[src/rtl/reset_seq_pkg.sv]
// rtl/reset_seq_pkg.sv - shared types and constants for the reset sequencer
//
// Contents:
//   state_e  : sequencer FSM states
//   LOSS_W   : width of the lock-loss event counter
//   sat_inc  : saturating increment for the lock-loss counter
package reset_seq_pkg;

    typedef enum logic [1:0] {
        WAIT_LOCK = 2'd0,
        HOLD      = 2'd1,
        GAP       = 2'd2,
        RUN       = 2'd3
    } state_e;

    localparam int LOSS_W = 8;

    function automatic logic [LOSS_W-1:0] sat_inc(input logic [LOSS_W-1:0] v);
        return (v == {LOSS_W{1'b1}}) ? v : v + LOSS_W'(1);
    endfunction

endpackage

[src/rtl/reset_seq_sync2.sv]
// rtl/reset_seq_sync2.sv - two-flop synchronizer, async active-high reset to 0
//
// Ports:
//   clk  in  destination clock
//   rst  in  asynchronous active-high reset, clears both flops
//   d_i  in  asynchronous input
//   q_o  out input synchronized to clk (two-cycle latency)
module sync2 (
    input  logic clk,
    input  logic rst,
    input  logic d_i,
    output logic q_o
);

    logic meta_q;
    logic sync_q;

    always_ff @(posedge clk or posedge rst) begin
        if (rst) begin
            meta_q <= 1'b0;
            sync_q <= 1'b0;
        end else begin
            meta_q <= d_i;
            sync_q <= meta_q;
        end
    end

    assign q_o = sync_q;

endmodule

[src/rtl/reset_seq.sv]
// rtl/reset_seq.sv - staged reset sequencer driven by PLL lock
//
// Waits for a filtered, stable PLL lock, holds both resets for a while,
// releases the peripheral reset first and the core reset STAGE_GAP cycles
// later. Any loss of lock after the filter restarts the sequence and is
// counted. Optional user reset button when RESET_BTN_EN is defined.
//
// Parameters:
//   LOCK_FILTER   consecutive high synchronized lock samples before HOLD
//   HOLD_CYCLES   cycles spent in HOLD (both resets asserted)
//   STAGE_GAP     cycles between peripheral and core reset release
//   BTN_DEBOUNCE  stable-high btn cycles for a press (RESET_BTN_EN only)
//
// Ports:
//   clk         in   32 MHz PLL output clock
//   rst         in   asynchronous active-high reset
//   locked      in   PLL lock, asynchronous to clk
//   btn         in   user reset button, asynchronous (RESET_BTN_EN only)
//   rst_periph  out  active-high peripheral/memory reset
//   rst_core    out  active-high CPU core reset
//   ready       out  system running
//   lock_loss   out  saturating count of lock-loss events
//
// Macro: RESET_BTN_EN
module reset_seq
    import reset_seq_pkg::*;
#(
    parameter int unsigned LOCK_FILTER  = 16,
    parameter int unsigned HOLD_CYCLES  = 1024,
    parameter int unsigned STAGE_GAP    = 16,
    parameter int unsigned BTN_DEBOUNCE = 65536
) (
    input  logic              clk,
    input  logic              rst,
    input  logic              locked,
`ifdef RESET_BTN_EN
    input  logic              btn,
`endif
    output logic              rst_periph,
    output logic              rst_core,
    output logic              ready,
    output logic [LOSS_W-1:0] lock_loss
);

    localparam int FILT_W = $clog2(LOCK_FILTER + 1);
    localparam int HOLD_W = $clog2(HOLD_CYCLES + 1);
    localparam int GAP_W  = $clog2(STAGE_GAP + 1);

    // HOLD and GAP leave on the last cycle of their stay; the filter leaves
    // on the sample after the count has reached LOCK_FILTER.
    localparam logic [FILT_W-1:0] FILT_TC = FILT_W'(LOCK_FILTER);
    localparam logic [HOLD_W-1:0] HOLD_TC = HOLD_W'(HOLD_CYCLES - 1);
    localparam logic [GAP_W-1:0]  GAP_TC  = GAP_W'(STAGE_GAP - 1);

    if (LOCK_FILTER < 1 || HOLD_CYCLES < 1 || STAGE_GAP < 1 || BTN_DEBOUNCE < 1) begin : g_param_check
        $error("reset_seq: timing parameters must be at least 1");
    end

    logic locked_s;

    sync2 u_sync_locked (
        .clk (clk),
        .rst (rst),
        .d_i (locked),
        .q_o (locked_s)
    );

    logic press;

`ifdef RESET_BTN_EN
    localparam int BTN_W = $clog2(BTN_DEBOUNCE + 1);
    localparam logic [BTN_W-1:0] BTN_TC = BTN_W'(BTN_DEBOUNCE);

    logic             btn_s;
    logic [BTN_W-1:0] btn_cnt_q;
    logic [BTN_W-1:0] btn_cnt_d;

    sync2 u_sync_btn (
        .clk (clk),
        .rst (rst),
        .d_i (btn),
        .q_o (btn_s)
    );

    // Counter saturates at BTN_TC, so the press fires only on the cycle it
    // reaches the threshold; a low sample re-arms by clearing it.
    always_comb begin
        btn_cnt_d = btn_cnt_q;
        press     = 1'b0;
        if (!btn_s) begin
            btn_cnt_d = '0;
        end else if (btn_cnt_q != BTN_TC) begin
            btn_cnt_d = btn_cnt_q + BTN_W'(1);
            press     = (btn_cnt_q == BTN_TC - BTN_W'(1));
        end
    end

    always_ff @(posedge clk or posedge rst) begin
        if (rst) begin
            btn_cnt_q <= '0;
        end else begin
            btn_cnt_q <= btn_cnt_d;
        end
    end
`else
    assign press = 1'b0;
`endif

    state_e              state_q;
    state_e              state_d;
    logic [FILT_W-1:0]   filt_q;
    logic [FILT_W-1:0]   filt_d;
    logic [HOLD_W-1:0]   hold_q;
    logic [HOLD_W-1:0]   hold_d;
    logic [GAP_W-1:0]    gap_q;
    logic [GAP_W-1:0]    gap_d;
    logic [LOSS_W-1:0]   loss_q;
    logic [LOSS_W-1:0]   loss_d;
    logic                rst_periph_q;
    logic                rst_periph_d;
    logic                rst_core_q;
    logic                rst_core_d;
    logic                ready_q;
    logic                ready_d;

    // Counters default to zero every cycle, so any state change (including
    // lock loss and button presses) leaves them cleared on entry.
    always_comb begin
        state_d = state_q;
        filt_d  = '0;
        hold_d  = '0;
        gap_d   = '0;
        loss_d  = loss_q;

        unique case (state_q)
            WAIT_LOCK: begin
                if (locked_s) begin
                    if (filt_q == FILT_TC) begin
                        state_d = HOLD;
                    end else begin
                        filt_d = filt_q + FILT_W'(1);
                    end
                end
            end
            HOLD: begin
                if (!locked_s) begin
                    state_d = WAIT_LOCK;
                    loss_d  = sat_inc(loss_q);
                end else if (hold_q == HOLD_TC) begin
                    state_d = GAP;
                end else begin
                    hold_d = hold_q + HOLD_W'(1);
                end
            end
            GAP: begin
                if (!locked_s) begin
                    state_d = WAIT_LOCK;
                    loss_d  = sat_inc(loss_q);
                end else if (press) begin
                    state_d = HOLD;
                end else if (gap_q == GAP_TC) begin
                    state_d = RUN;
                end else begin
                    gap_d = gap_q + GAP_W'(1);
                end
            end
            RUN: begin
                if (!locked_s) begin
                    state_d = WAIT_LOCK;
                    loss_d  = sat_inc(loss_q);
                end else if (press) begin
                    state_d = HOLD;
                end
            end
            default: begin
                state_d = WAIT_LOCK;
            end
        endcase
    end

    // Outputs are registered from the next state so they change on the same
    // edge as the state register, with no decode glitches downstream.
    always_comb begin
        rst_periph_d = (state_d == WAIT_LOCK) || (state_d == HOLD);
        rst_core_d   = (state_d != RUN);
        ready_d      = (state_d == RUN);
    end

    always_ff @(posedge clk or posedge rst) begin
        if (rst) begin
            state_q      <= WAIT_LOCK;
            filt_q       <= '0;
            hold_q       <= '0;
            gap_q        <= '0;
            loss_q       <= '0;
            rst_periph_q <= 1'b1;
            rst_core_q   <= 1'b1;
            ready_q      <= 1'b0;
        end else begin
            state_q      <= state_d;
            filt_q       <= filt_d;
            hold_q       <= hold_d;
            gap_q        <= gap_d;
            loss_q       <= loss_d;
            rst_periph_q <= rst_periph_d;
            rst_core_q   <= rst_core_d;
            ready_q      <= ready_d;
        end
    end

    assign rst_periph = rst_periph_q;
    assign rst_core   = rst_core_q;
    assign ready      = ready_q;
    assign lock_loss  = loss_q;

endmodule

[config.mk]
export PLATFORM = sky130hd
export DESIGN_NAME = reset_seq
export DESIGN_NICKNAME = d
export VERILOG_FILES = /design/src/rtl/reset_seq_pkg.sv /design/src/rtl/reset_seq_sync2.sv /design/src/rtl/reset_seq.sv
export SDC_FILE = /design/constraint.sdc
export NUM_CORES = 1
export LEC_CHECK = 0
export BUFFER_PORTS_ARGS = -buffer_cell sky130_fd_sc_hd__buf_2
export CORE_MARGIN = 2
export CORE_UTILIZATION = 65
export CTS_BUF_LIST = sky130_fd_sc_hd__clkbuf_2 sky130_fd_sc_hd__clkbuf_4 sky130_fd_sc_hd__clkbuf_8
export CTS_CLUSTER_DIAMETER = 80
export DETAILED_ROUTE_END_ITERATION = 8
export GPL_ROUTABILITY_DRIVEN = 0
export HOLD_SLACK_MARGIN = 0.02
export PLACE_DENSITY = 0.83
export SLEW_MARGIN = 20
export SYNTH_ARGS = -nofsm -noshare
export SYNTH_HDL_FRONTEND = slang
export SYNTH_SLANG_ARGS = --single-unit
[constraint.sdc]
create_clock -name clk -period 3.5 [get_ports clk]
set_input_delay 0.35 -clock clk [delete_from_list [all_inputs] [get_ports clk]]
set_output_delay 0.35 -clock clk [all_outputs]
set_load 0.01 [all_outputs]
# --- Word-level counts from Yosys, hierarchy flattened ---
# Index checks and enable logic that the tools add are counted.
classes:
  addsub: 4
  eq_ne: 10
  mux: 17
  bitwise: 2
  reduce_logical: 5
op_table:
  columns: ["operator", "n"]
  rows:
  - ["$mux W11", 3]
  - ["$mux W5", 6]
  - ["$mux W2", 7]
  - ["$add A11 B1 Y11 const B", 1]
  - ["$eq A11 B10 Y1 const B", 1]
  - ["$add A5 B1 Y5 const B", 2]
  - ["$add A8 B1 Y8 const B", 1]
  - ["$eq A8 B8 Y1 const B", 1]
  - ["$pmux W2 S4", 1]
  - ["$eq A2 B2 Y1 const B", 3]
  - ["$eq A5 B4 Y1 const B", 1]
  - ["$eq A5 B5 Y1 const B", 1]
  - ["$eq A2 B1 Y1 const B", 2]
  - ["$logic_not A2 Y1", 2]
  - ["$reduce_and A3 Y1", 1]
  - ["$reduce_or A3 Y1", 1]
  - ["$ne A2 B2 Y1 const B", 1]
  - ["$not A1 Y1", 2]
  - ["$logic_or A1 B1 Y1", 1]
word_totals:
  ff_bits: 36
  input_bits: 3
  output_inout_bits: 11

# --- Logic depth before layout (Yosys ltp) ---
logic_depth:
  depth_word: 6
  ltp_mapped: 6
  ltp_nobuf: 5

# --- Cells and area by module ---
# From an unflattened synthesis, not the netlist that was laid out.
unflattened:
  cells_unflattened: 139
  area_unflattened_um2: 1551.5
by_module_without_submodules:
  columns: ["module", "n_inst", "cells_per_inst", "area_per_inst_um2", "seq_area_each_um2"]
  rows:
  - ["reset_seq", 1, 136, 1497.7, 853.3]
  - ["sync2", 1, 3, 53.8, 50.0]

# --- Worst setup path after synthesis ---
# No wires, ideal clock.
synth_timing:
  path_type: "reg-to-reg"
  startpoint: "register loss_q[0] (netlist: lock_loss[0])"
  endpoint: "register loss_q[1] (netlist: lock_loss[1])"
  setup_time_ns: 0.125
  arrival_time_ns: 1.572
  t_required_ns: 3.375
  slack_ns: 1.803
  stages_incl_launch_ff: 5
  n_path_buf: 0
  cell_sequence: "dfrtp_1 > ha_1 > and3_4 > a311oi_4 > mux2_2"
synth_between:
  elab_chain_cells: 3
  elab_cells_between_ends: 4
synth_lines:
  columns: ["item", "line", "rtl"]
  rows:
  - ["from (decl)", "reset_seq.sv:117", "logic [LOSS_W-1:0] loss_q;"]
  - ["from (signal assigned)", "reset_seq.sv:204", "loss_q <= loss_d;"]
  - ["parallel branches: the longest is 3 deep, another holds $add A8 B1 Y8", null, null]
# Several ways; the timed one is not identified.
# A chain may end at the register's enable or synchronous reset.

# --- Final worst setup path ---
# Ends and elaborated chain as after synthesis.

==> impl_metrics.csv <==
group,metric,value,unit
run_status,status,"completed",
detailed_routing,via_per_inst,5.32,
synth,synth_fp_nets,146,
sta,setup_viol,0,
sta,hold_viol,0,
final_layout,fillCellCount,143,
synth,synth_flop_cell,"dfrtp_1",
clock_network,cts_made_buffers,5,
synth,postSynth.asyncResetShare,100,%
sta,worst_slack,1.70,ns
clock_network,clkSinkCount,36,
grt,grt_pass1_vias,1003,
grt,grt_max_degree,37,
place,dp_cells,179,
clock_network,cts.clk_slew.worst_paths,0.10,ns
clock_network,worst_skew_pair.late_latency,0.34,ns
place,place_hpwl,1.80,mm
synth,ys_top_cells_by_area,"dfrtp_1 (55%), xnor2_1 (5.6%), nor2_1 (4.6%)",
detailed_routing,drtIter0Drc,12,
worst_setup_path,cp_cell_sequence,"ha_1 > and3_4 > a311oi_4 > mux2_2",
floorplanning,chipHeight,53.0,µm
worst_setup_path,crit_arrival,2.03,ns
worst_setup_path,r2r-start,"lock_loss[0]",
floorplanning,dieArea,2800,µm²
sta,drv_slew,0,
run,max-cap-violations,0,
min_path,hold_class,"in2async",
synth,yosysWarnings,0,
worst_setup_path,reg2regPathDepth,4,
synth,synth_top_cell_area_share,54.6,%
grt,grt_pass1_wl,4.37,mm
sta,fmax,554,MHz
place,dp_slack,1.74,ns
detailed_routing,drc,0,
place,io_buffers,13,
detailed_routing,dr.pass1.iters,4,
synth,synth_seq_cells,36,
pwr,powerDensity,397,nW/µm²
final_layout,instances_no_fill,187,
synth,synth_top_area_cell,"dfrtp_1",
detailed_routing,via_count,994,
detailed_routing,avgRoutedWirePerCell,13.8,µm
worst_setup_path,required,3.72,ns
final_layout,multi_input_area,621,µm²
sta,timing.final.crit_share,51.5,%
floorplanning,die_w,53.0,µm
worst_setup_path,cp_max_fo,8,
synth,synth-edff-count,0,
worst_setup_path,ff2ff_setup_slack,1.70,ns
clock_network,htree_levels,2,
synth,ys_types,29,
clock_network,post_cts_buffers,0,
pwr,vdd_ir_drop_max,0.000342,V
sta,fin_crit,1.80,ns
worst_setup_path,worstSetupStartpoint,"lock_loss[0]",
synth,yosysMostFrequentCell,"dfrtp_1",
final_layout,syn_to_final_growth,10.7,%
grt,grt.total_usage,23.1,%
worst_setup_path,critPathKind,"reg2reg",
clock_network,ctsResizeCount,0,
detailed_routing,drt-total-wl,2.59,mm
final_layout,nets,166,
floorplanning,initial_core_util,69.7,%
final_layout,seq_area,903,µm²
final_layout,antenna_cells,0,
floorplanning,rows,17,
final_layout,post-route-util,77.2,%
worst_setup_path,cp-start-kind,"flop",
synth,ys_seq_area_share,58.0,%
worst_setup_path,critPathMaxStageDelay,0.44,ns
final_layout,drive_above_1_share,18.9,%
sta,rsz0062_at_grt,"false",
worst_setup_path,crit_slowest_cell,"dfrtp_1",
worst_setup_path,crit_path_end_kind,"flop",
floorplanning,core_area,2230,µm²
synth,mappedNetlistArea,1560,µm²
floorplanning,io_pins,14,
clock_network,cts_tree,"done",
sta,tightest_slew,0.442,ns
worst_setup_path,r2r_end,"lock_loss[1]",
sta,relSlewSlack,70.6,%
synth,syn_inst,138,
sta,finalSetupTns,0,ns
grt,antenna_found_initial,0,
sta,clock_skew,0.00800,ns
clock_network,ctsHoldBuffers,0,
grt,grt-ovfl-total,0,
pwr,p_leak,0.820,nW
detailed_routing,ant_nets,0,
synth,synth_commonest_cells,"dfrtp_1 (34), nor2_1 (19), nand2_1 (10), xnor2_1 (10), xor2_1 (8)",
synth,synth.avg_cell_area,11.3,µm²
clock_network,ctsRootBufferMaster,"clkbuf_4",
clock_network,cts_buffer_depth,2,
[area by class of cell]
cell class                 count  share of cell area, %
clock buffer                   8                   3.85
inverter                       7                   1.52
multi-input combinational     94                   36.0
sequential                    36                   52.4
tap                           28                   2.03
timing repair buffer          14                   4.21
[logic make-up (layout without fill, tap and decap cells)]
logic type	count (synthesis)	after routing	share of synthesized area, %
XOR/XNOR	18	18	10.1
multiplexers	1	1	0.723
buffers and inverters	8	29	2.17
flip-flops	36	36	58.0
AO/OA/AOI/OAI	8	8	4.26
AND/OR/NAND/NOR	62	62	20.7
adder cells (fa/ha/maj)	5	5	4.02
[layout by cell type (no fill, tap or decap), types with 2 or more instances in the layout]
cell       n
dfrtp_1   34
nor2_1    19
buf_2     13
xnor2_1   10
nand2_1   10
xor2_1     8
inv_1      7
clkbuf_4   7
nand4_1    6
nand3_1    6
ha_1       5
and3_1     3
and2_1     3
nor3_1     3
and3_4     2
a31oi_1    2
nand2b_1   2
a21oi_1    2
o21ai_0    2
nor3b_1    2
dfstp_2    2
[routing by layer]
layer  vias up  wire [µm]  GRT usage (%)
met5         -          0              0
met4         0         46           12.0
met3         4         86           10.7
met2        15       1240           35.0
met1       466       1220           27.3
li1        509          -              -
[per-stage QoR]
stage | total power, mW | hold slack (ns) | area [µm²]
floorplan | 0.444 | 0.331 | 1560
finish | 0.684 | 0.0958 | 1720
detailed placement | 0.451 | 0.338 | 1660
global placement | 0.449 | 0.332 | 1660
global route | 0.719 | 0.0853 | 1720
CTS | 0.694 | 0.0914 | 1720
[power by group]
part / switching (mW) / internal [mW]
logic: 0.0125 / 0.00611
registers: 0.00397 / 0.420
clock network: 0.127 / 0.115
[how the worst max path moves through the flow]
stage | to | slack (ns) | cells past startpoint
4_1_cts | lock_loss[1] | 1.70 | 4
5_1_grt | lock_loss[1] | 1.63 | 4
6_report | lock_loss[1] | 1.70 | 4
3_5_place_dp | lock_loss[1] | 1.74 | 4
2_1_floorplan | lock_loss[1] | 1.80 | 4
3_3_place_gp | lock_loss[1] | 1.81 | 4
[worst max-delay path, delay by kind of cell (launching register included)]
kind / cells / cell delay [ns]
compound gates: 1 / 0.43
fa+ha+maj: 1 / 0.25
flops: 1 / 0.44
mux: 1 / 0.38
simple gates: 1 / 0.20
[sequential cells by signal, indices dropped and copies added, names as in the netlist]
name and count:
rst_periph 1, u_sync_locked.q_o 1, hold_q 11, filt_q 5, ready 1, state_q 2
rst_core 1, u_sync_locked.meta_q 1, lock_loss 8, gap_q 5
Note: power is estimated with default switching activity, not from simulation.
